### src/rtl/mem_request_arbiter.sv
// Arbitrates the single RAM port between instruction fetch and data load/store.
// One RAM transaction at a time, bounded data bursts while a fetch waits, fault pulse on error/timeout.
module mem_request_arbiter #(
  parameter int unsigned MAX_DBURST = 4,
  parameter int unsigned TIMEOUT    = 255
) (
  input  logic        CLK,
  input  logic        RST,
  // instruction fetch side
  input  logic        iREN,
  input  logic [31:0] iaddr,
  output logic        iwait,
  output logic [31:0] iload,
  // data load/store side
  input  logic        dREN,
  input  logic        dWEN,
  input  logic [31:0] daddr,
  input  logic [31:0] dstore,
  output logic        dwait,
  output logic [31:0] dload,
  // RAM side
  output logic        ramREN,
  output logic        ramWEN,
  output logic [31:0] ramaddr,
  output logic [31:0] ramstore,
  input  logic [31:0] ramload,
  input  logic [1:0]  ramstate,
  output logic        fault
);

  localparam logic [1:0] RamAccess = 2'd2;
  localparam logic [1:0] RamError  = 2'd3;
  localparam logic [3:0] MaxBurst  = 4'(MAX_DBURST);
  localparam logic [7:0] TimeoutCnt = 8'(TIMEOUT);

  typedef enum logic [1:0] {
    StIdle = 2'd0,
    StIAcc = 2'd1,
    StDAcc = 2'd2
  } state_e;

  state_e      state_q, state_d;
  logic [31:0] addr_q, addr_d;
  logic [31:0] store_q, store_d;
  logic        ren_q, ren_d;
  logic        wen_q, wen_d;
  logic [3:0]  burst_q, burst_d;
  logic [7:0]  tcnt_q, tcnt_d;

  logic        fetch_starved;
  logic        data_req;
  logic        ram_done;
  logic        ram_abort;

  assign fetch_starved = iREN && (burst_q == MaxBurst);
  assign data_req      = dREN || dWEN;
  assign ram_done      = (ramstate == RamAccess);
  assign ram_abort     = (ramstate == RamError) || (tcnt_q == TimeoutCnt);

  // Read data is passed straight through; only the owner's wait strobe qualifies it.
  assign iload = ramload;
  assign dload = ramload;

  // RAM-facing outputs come directly from flops so they are glitch-free.
  assign ramREN   = ren_q;
  assign ramWEN   = wen_q;
  assign ramaddr  = addr_q;
  assign ramstore = store_q;

  always_comb begin
    state_d = state_q;
    addr_d  = addr_q;
    store_d = store_q;
    ren_d   = ren_q;
    wen_d   = wen_q;
    burst_d = burst_q;
    tcnt_d  = tcnt_q;
    iwait   = 1'b1;
    dwait   = 1'b1;
    fault   = 1'b0;

    unique case (state_q)
      StIdle: begin
        tcnt_d = 8'd0;
        if (fetch_starved || (iREN && !data_req)) begin
          state_d = StIAcc;
          addr_d  = iaddr;
          store_d = 32'd0;
          ren_d   = 1'b1;
          wen_d   = 1'b0;
          burst_d = 4'd0;
        end else if (data_req) begin
          state_d = StDAcc;
          addr_d  = daddr;
          store_d = dstore;
          // A simultaneous read/write request is treated as a write.
          wen_d   = dWEN;
          ren_d   = !dWEN;
          if (!iREN) begin
            burst_d = 4'd0;
          end else if (burst_q != MaxBurst) begin
            burst_d = burst_q + 4'd1;
          end
        end
      end

      StIAcc, StDAcc: begin
        tcnt_d = tcnt_q + 8'd1;
        if (ram_done || ram_abort) begin
          if (ram_done) begin
            if (state_q == StIAcc) begin
              iwait = 1'b0;
            end else begin
              dwait = 1'b0;
            end
          end else begin
            // Requester still holds its request, so returning to IDLE retries it.
            fault = 1'b1;
          end
          state_d = StIdle;
          addr_d  = 32'd0;
          store_d = 32'd0;
          ren_d   = 1'b0;
          wen_d   = 1'b0;
        end
      end

      default: begin
        state_d = StIdle;
        addr_d  = 32'd0;
        store_d = 32'd0;
        ren_d   = 1'b0;
        wen_d   = 1'b0;
        tcnt_d  = 8'd0;
      end
    endcase
  end

  always_ff @(posedge CLK or posedge RST) begin
    if (RST) begin
      state_q <= StIdle;
      addr_q  <= 32'd0;
      store_q <= 32'd0;
      ren_q   <= 1'b0;
      wen_q   <= 1'b0;
      burst_q <= 4'd0;
      tcnt_q  <= 8'd0;
    end else begin
      state_q <= state_d;
      addr_q  <= addr_d;
      store_q <= store_d;
      ren_q   <= ren_d;
      wen_q   <= wen_d;
      burst_q <= burst_d;
      tcnt_q  <= tcnt_d;
    end
  end

endmodule
### config.mk
export PLATFORM = sky130hd
export DESIGN_NAME = mem_request_arbiter
export DESIGN_NICKNAME = d
export VERILOG_FILES = /design/src/rtl/mem_request_arbiter.sv
export SDC_FILE = /design/constraint.sdc
export NUM_CORES = 1
export LEC_CHECK = 0
export ABC_AREA = 1
export CORE_AREA = 8 8 113 115
export CTS_BUF_LIST = sky130_fd_sc_hd__clkbuf_8
export CTS_CLUSTER_DIAMETER = 200
export DETAILED_ROUTE_END_ITERATION = 12
export DIE_AREA = 0 0 121 123
export PLACE_DENSITY = 0.85
export SLEW_MARGIN = 20
export SYNTH_ARGS = -nofsm -noshare
export SYNTH_HDL_FRONTEND = slang
export SYNTH_SLANG_ARGS = --single-unit
### constraint.sdc
create_clock -name CLK -period 4 [get_ports CLK]
set_input_delay 0.8 -clock CLK [delete_from_list [all_inputs] [get_ports CLK]]
set_output_delay 0.8 -clock CLK [all_outputs]
set_load 0.02 [all_outputs]
==> impl_metrics.tcl, run 1 <==
set metrics [dict create \
    grt_max_degree 77 \
    die_area_um2 14900 \
    synthArstFlopShare 1.00 \
    start_util 0.406 \
    seqCellArea_um2 2000 \
    clk_path_buf_depth 2 \
    dpl.hpwl_um 9400 \
    fmax_mhz 336 \
    drive_gt1_frac 0.0462 \
    post_cts_buffers 0 \
    place_ws_ns 0.948 \
    nNetsFinal 785 \
    synth_edf_count 0 \
    antenna_found_initial 0 \
    die_y_um 123 \
    synthCells 564 \
    via_count 4135 \
    cpMostUsedCell "clkdlybuf4s50_1" \
    p_per_area_nw_per_um2 727 \
    layout_setup_ws_ns 1.02 \
    port_buffers 171 \
    ys_types 24 \
    setup_viol 0 \
    cts_root_buffer "clkbuf_8" \
    arrival_ns 2.18 \
    core_um2 11100 \
    min_path_type "reg2reg" \
    p_leak_nw 2.71 \
    period_needed_ns 2.98 \
    fp.dieW_um 121 \
    syn_avg_cell_area_um2 7.97 \
    switching_share 0.425 \
    cp_max_fo 3 \
    cp.required_ns 3.20 \
    instances_no_fill 793 \
    startpoint_type "primary input" \
    slew_headroom 0.469 \
    grt_usage 0.169 \
    grt_pass1_wl_um 20100 \
    synth_top_flop_cell "dfrtp_1" \
    setup_tns_ns 0 \
    postCtsHoldBufs 0 \
    nFillCells 1027 \
    crit_family "buffers and inverters" \
    path_cells "clkdlybuf4s50_1 -> inv_1 -> a211oi_1 -> clkdlybuf4s50_1" \
    critPathBufInv 3 \
    clock_latency_ns 0.34 \
    worstMarginPinSlew_ns 0.796 \
    synth_top_area_frac 0.445 \
    slowest_delay_ns 0.64 \
    ant_nets 0 \
    seqPwrFrac 0.315 \
    cts.clk_slew.worst_paths_ns 0.08 \
    rsz0062_at_grt "no" \
    dp.cells 777 \
    fin_worst_skew_ns 0.00627 \
    synthesis.nets 704 \
    status "complete, no violations" \
    cts_resized 0 \
    htreeDepth 3 \
    combPwrFrac 0.533 \
    yosys_warnings 0 \
    synth_seq_cells 80 \
    cts_buffers 9 \
    endpoint_kind "primary output" \
    antennaDiodeCount 0 \
    irDropWorstVdd_v 0.000364 \
    period_share 0.745 \
    wl_um 12900 \
    slew_viol_final 0 \
    yosysTopAreaCell "dfrtp_1" \
    drtIter0Drc 338 \
    synth_area_leaders "dfrtp_1, nand2_1, buf_4" \
    multi_input_area_um2 1740 \
    fin_util 0.539 \
    ioPinCount 268 \
    grt_overflow 0 \
    drc 0 \
    cpMaxStageDelayCell "clkdlybuf4s50_1" \
    grt_pass1_vias 4182 \
    switchingPower_mw 1.84 \
    synth-seq-area-share 0.445 \
    area_growth_pct 32.7 \
    pwr-share-clk 0.152 \
    cellInternalPower_mw 2.50 \
    clock-sinks 80 \
    gp_congestion 0.768 \
    wl_per_cell_um 16.3 \
    final_common_cell "nand2_1" \
    dr.pass1.iters 4 \
    syn_area_um2 4500 \
    finalHoldViolations 0 \
    layout_common_cells "nand2_1, clkdlybuf4s50_1, dfrtp_1, nand4_1, nand3_1" \
    worstSetupPathType "in2out" \
    max-cap-violations 0 \
    cts_tree "done" \
    rows 39 \
    viasPerCell 5.21 \
]
## final timing paths
check | start | end | slack, ns | cells past startpoint
max | ramstate[1] | fault | 1.02 | 4
max reg2reg | burst_q[0]$_DFFE_PP0P_ | burst_q[0]$_DFFE_PP0P_ | 1.69 | 7
min in group asynchronous | RST | ramaddr[0]$_DFFE_PP0P_ | 0.97 | 2
min reg2reg | tcnt_q[0]$_DFF_PP0_ | tcnt_q[0]$_DFF_PP0_ | 0.47 | 1
min | tcnt_q[0]$_DFF_PP0_ | tcnt_q[0]$_DFF_PP0_ | 0.47 | 1
max in group asynchronous | RST | ramstore[3]$_DFFE_PP0P_ | 2.29 | 3
## registers in the layout, indices dropped and copies added (netlist names)
register / cells
burst_q: 4
ramREN: 1
ramWEN: 1
ramaddr: 32
ramstore: 32
state_q: 2
tcnt_q: 8
## metal layers
| metal | wire [µm] | track usage | vias up |
|---|---|---|---|
| met4 | 373 | 0.0867 | 0 |
| met3 | 736 | 0.0507 | 36 |
| li1 | - | - | 1981 |
| met2 | 7000 | 0.307 | 144 |
| met1 | 4800 | 0.172 | 1974 |
| met5 | 0 | 0 | - |
## worst reg2reg max path: stages, from the launching register on
cell and delay [ns]:
dfrtp_1 0.39, inv_1 0.12, ha_1 0.19, nand3_1 0.09, nand2_2 0.49, nand2_2 0.58, nand4_1 0.22, o21ai_0 0.10
## synth_stat cells, types with 4 or more instances
library cell and number:
o21ai_0 14, dfrtp_1 80, nor2_1 11, ha_1 5
clkbuf_1 13, a21oi_1 5, buf_4 64, buf_1 4
nand3_1 39, o21ai_1 30, nand2_1 180, buf_2 18
buf_6 7, nand4_1 67, inv_1 15
## logic make-up after synthesis
group	Yosys count	synth area share
AO/OA/AOI/OAI	52	0.0593
adder cells (fa/ha/maj)	5	0.0139
buffers and inverters	122	0.172
flip-flops	80	0.445
AND/OR/NAND/NOR	305	0.309
## power by group through the flow
stage,clock network [mW],registers (mW),logic [mW]
final,0.661,1.37,2.31
after global routing,0.716,1.41,2.50
after CTS,0.672,1.37,2.33
after detailed placement,0,1.38,2.33
after global placement,0,1.36,2.27
after floorplan,0,1.76,1.02
## area by class of cell
class	instances	share of cell area
inverters	16	0.0105
clock buffers	10	0.0231
clock inverters	6	0.0138
multi-input cells	362	0.292
well taps	143	0.0300
flip-flops and latches	80	0.336
repair buffers	176	0.295
## per-stage QoR
stage	cell area (µm²)	power, mW	hold slack, ns
3_5_place_dp	5740	3.70	0.458
2_1_floorplan	4500	2.78	0.431
6_report	5970	4.34	0.468
5_1_grt	5970	4.63	0.509
4_1_cts	5960	4.38	0.467
3_3_place_gp	5740	3.64	0.451
Note: power is estimated with default switching activity, not from simulation.
==> run 2, diff against run 1 <==
--- a/config.mk
+++ b/config.mk
@@ -6,12 +6,12 @@
 export NUM_CORES = 1
 export LEC_CHECK = 0
 export ABC_AREA = 1
-export CORE_AREA = 8 8 113 115
+export CORE_AREA = 8 8 123 125
 export CTS_BUF_LIST = sky130_fd_sc_hd__clkbuf_8
 export CTS_CLUSTER_DIAMETER = 200
 export DETAILED_ROUTE_END_ITERATION = 12
-export DIE_AREA = 0 0 121 123
-export PLACE_DENSITY = 0.85
+export DIE_AREA = 0 0 131 133
+export PLACE_DENSITY = 0.75
 export SLEW_MARGIN = 20
 export SYNTH_ARGS = -nofsm -noshare
 export SYNTH_HDL_FRONTEND = slang
==> constraint.sdc (replaced) <==
create_clock -name CLK -period 2.4 [get_ports CLK]
set_input_delay 0.48 -clock CLK [delete_from_list [all_inputs] [get_ports CLK]]
set_output_delay 0.48 -clock CLK [all_outputs]
set_load 0.02 [all_outputs]
==> impl_metrics.tcl, run 2 (synthesis results as in run 1) <==
set metrics [dict create \
    fin_worst_skew_ns 0.0150 \
    min_path_type "reg2reg" \
    grt_usage 0.154 \
    ioPinCount 268 \
    layout_common_cells "nand2_1, clkdlybuf4s50_1, dfrtp_1, nand4_1, nand3_1" \
    fp.dieW_um 131 \
    r2r-end "ramaddr[8]$_DFFE_PP0P_" \
    hold_slack_ns 0.471 \
    endpoint_kind "primary output" \
    crit_family "buffers and inverters" \
    cts_buffers 9 \
    arrival_ns 1.80 \
    clock_latency_ns 0.35 \
    setup_tns_ns 0 \
    period_share 0.952 \
    ff2ff_path_depth 7 \
    port_buffers 171 \
    cp_max_fo 3 \
    rsz0062_at_grt "no" \
    setup_viol 0 \
    fmax_mhz 438 \
    p_leak_nw 2.76 \
    dp.cells 818 \
    antennaDiodeCount 0 \
    ant_nets 0 \
    p_per_area_nw_per_um2 1190 \
    worstSetupPathType "in2out" \
    wl_um 13600 \
    htreeDepth 3 \
    area_growth_pct 35.7 \
    startpoint_type "primary input" \
    post_cts_buffers 0 \
    grt_max_degree 88 \
    seqCellArea_um2 2000 \
    cts.clk_slew.worst_paths_ns 0.07 \
    min-delay-start "tcnt_q[0]$_DFF_PP0_" \
    nFillCells 1285 \
    die_area_um2 17400 \
    grt_pass1_vias 3909 \
    slew_headroom 0.630 \
    power_mw 7.26 \
    drtIter0Drc 333 \
    path_cells "clkdlybuf4s50_1 -> inv_1 -> nor2_1 -> nand3_1 -> clkdlybuf4s50_1" \
    multi_input_area_um2 1740 \
    cpMostUsedCell "clkdlybuf4s50_1" \
    grt_overflow 0 \
    irDropWorstVdd_v 0.000541 \
    dr.pass1.iters 5 \
    worstMarginPinSlew_ns 0.555 \
    core_um2 13100 \
    nNetsFinal 793 \
    wl_per_cell_um 16.3 \
    final_common_cell "nand2_1" \
    antenna_found_initial 0 \
    die_y_um 133 \
    period_needed_ns 2.28 \
    drc 0 \
    max-cap-violations 0 \
    cts_tree "done" \
    rows 42 \
    clk_path_buf_depth 2 \
    whs_endpoint "tcnt_q[0]$_DFF_PP0_" \
    instances_no_fill 834 \
    reg2reg_from "state_q[0]$_DFFE_PP0P_" \
    finalHoldViolations 0 \
    fin_util 0.466 \
    rrSetupSlack_ns 0.58 \
    status "complete, no violations" \
    dpl.hpwl_um 9750 \
    grt_pass1_wl_um 21200 \
    cp.required_ns 1.92 \
    drive_gt1_frac 0.0547 \
    viasPerCell 4.74 \
    via_count 3953 \
    start_util 0.344 \
    clock-sinks 80 \
    cpMaxStageDelayCell "clkdlybuf4s50_1" \
    slowest_delay_ns 0.55 \
    hold-path-cell-count 1 \
    critPathBufInv 3 \
    gp_congestion 0.769 \
    cts_root_buffer "clkbuf_8" \
    slew_viol_final 0 \
]
[run 2: through the flow]
step	setup WS, ns	instance area (µm²)
2_1_floorplan	0.479	4500
3_3_place_gp	0.0562	5880
3_5_place_dp	0.0535	5880
4_1_cts	0.102	6100
5_1_grt	0.00329	6100
6_report	0.116	6100
[run 2: worst max-delay path by stage]
| stage | slack [ns] | startpoint | cells past startpoint | endpoint |
|---|---|---|---|---|
| global route | 0.003 | tcnt_q[0]$_DFF_PP0_ | 6 | fault |
| finish | 0.12 | ramstate[1] | 5 | iwait |
| CTS | 0.10 | ramstate[1] | 5 | iwait |
| floorplan | 0.48 | state_q[0]$_DFFE_PP0P_ | 5 | fault |
| detailed placement | 0.05 | ramstate[1] | 4 | fault |
| global placement | 0.06 | ramstate[1] | 4 | fault |
[run 2: per-layer routing]
layer | up-vias | wire [µm] | global-route usage
li1 | 2001 | - | -
met1 | 1802 | 5330 | 0.173
met2 | 115 | 7150 | 0.271
met3 | 35 | 744 | 0.0374
met4 | 0 | 343 | 0.0593
met5 | - | 0 | 0
[run 2: final cells by class]
type                            instances  area share
Sequential cell                        80       0.328
Timing Repair Buffer                  184       0.305
Multi-Input combinational cell        362       0.285
Tap cell                              176      0.0361
Clock buffer                           13      0.0293
Inverter                               16      0.0105
Clock inverter                          3     0.00636
[run 2: power by group]
group,switching [mW],total [mW],internal (mW),leakage (nW)
clock,0.486,1.08,0.590,0.117
combinational,2.27,3.93,1.66,1.60
sequential,0.317,2.25,1.94,1.04
[run 2: timing repair]
action | in CTS | in global routing
pin swaps | 0 | 0
hold buffers | 0 | 0
endpoints found under the setup margin | 1 | 1
gates resized for setup | 1 | 1
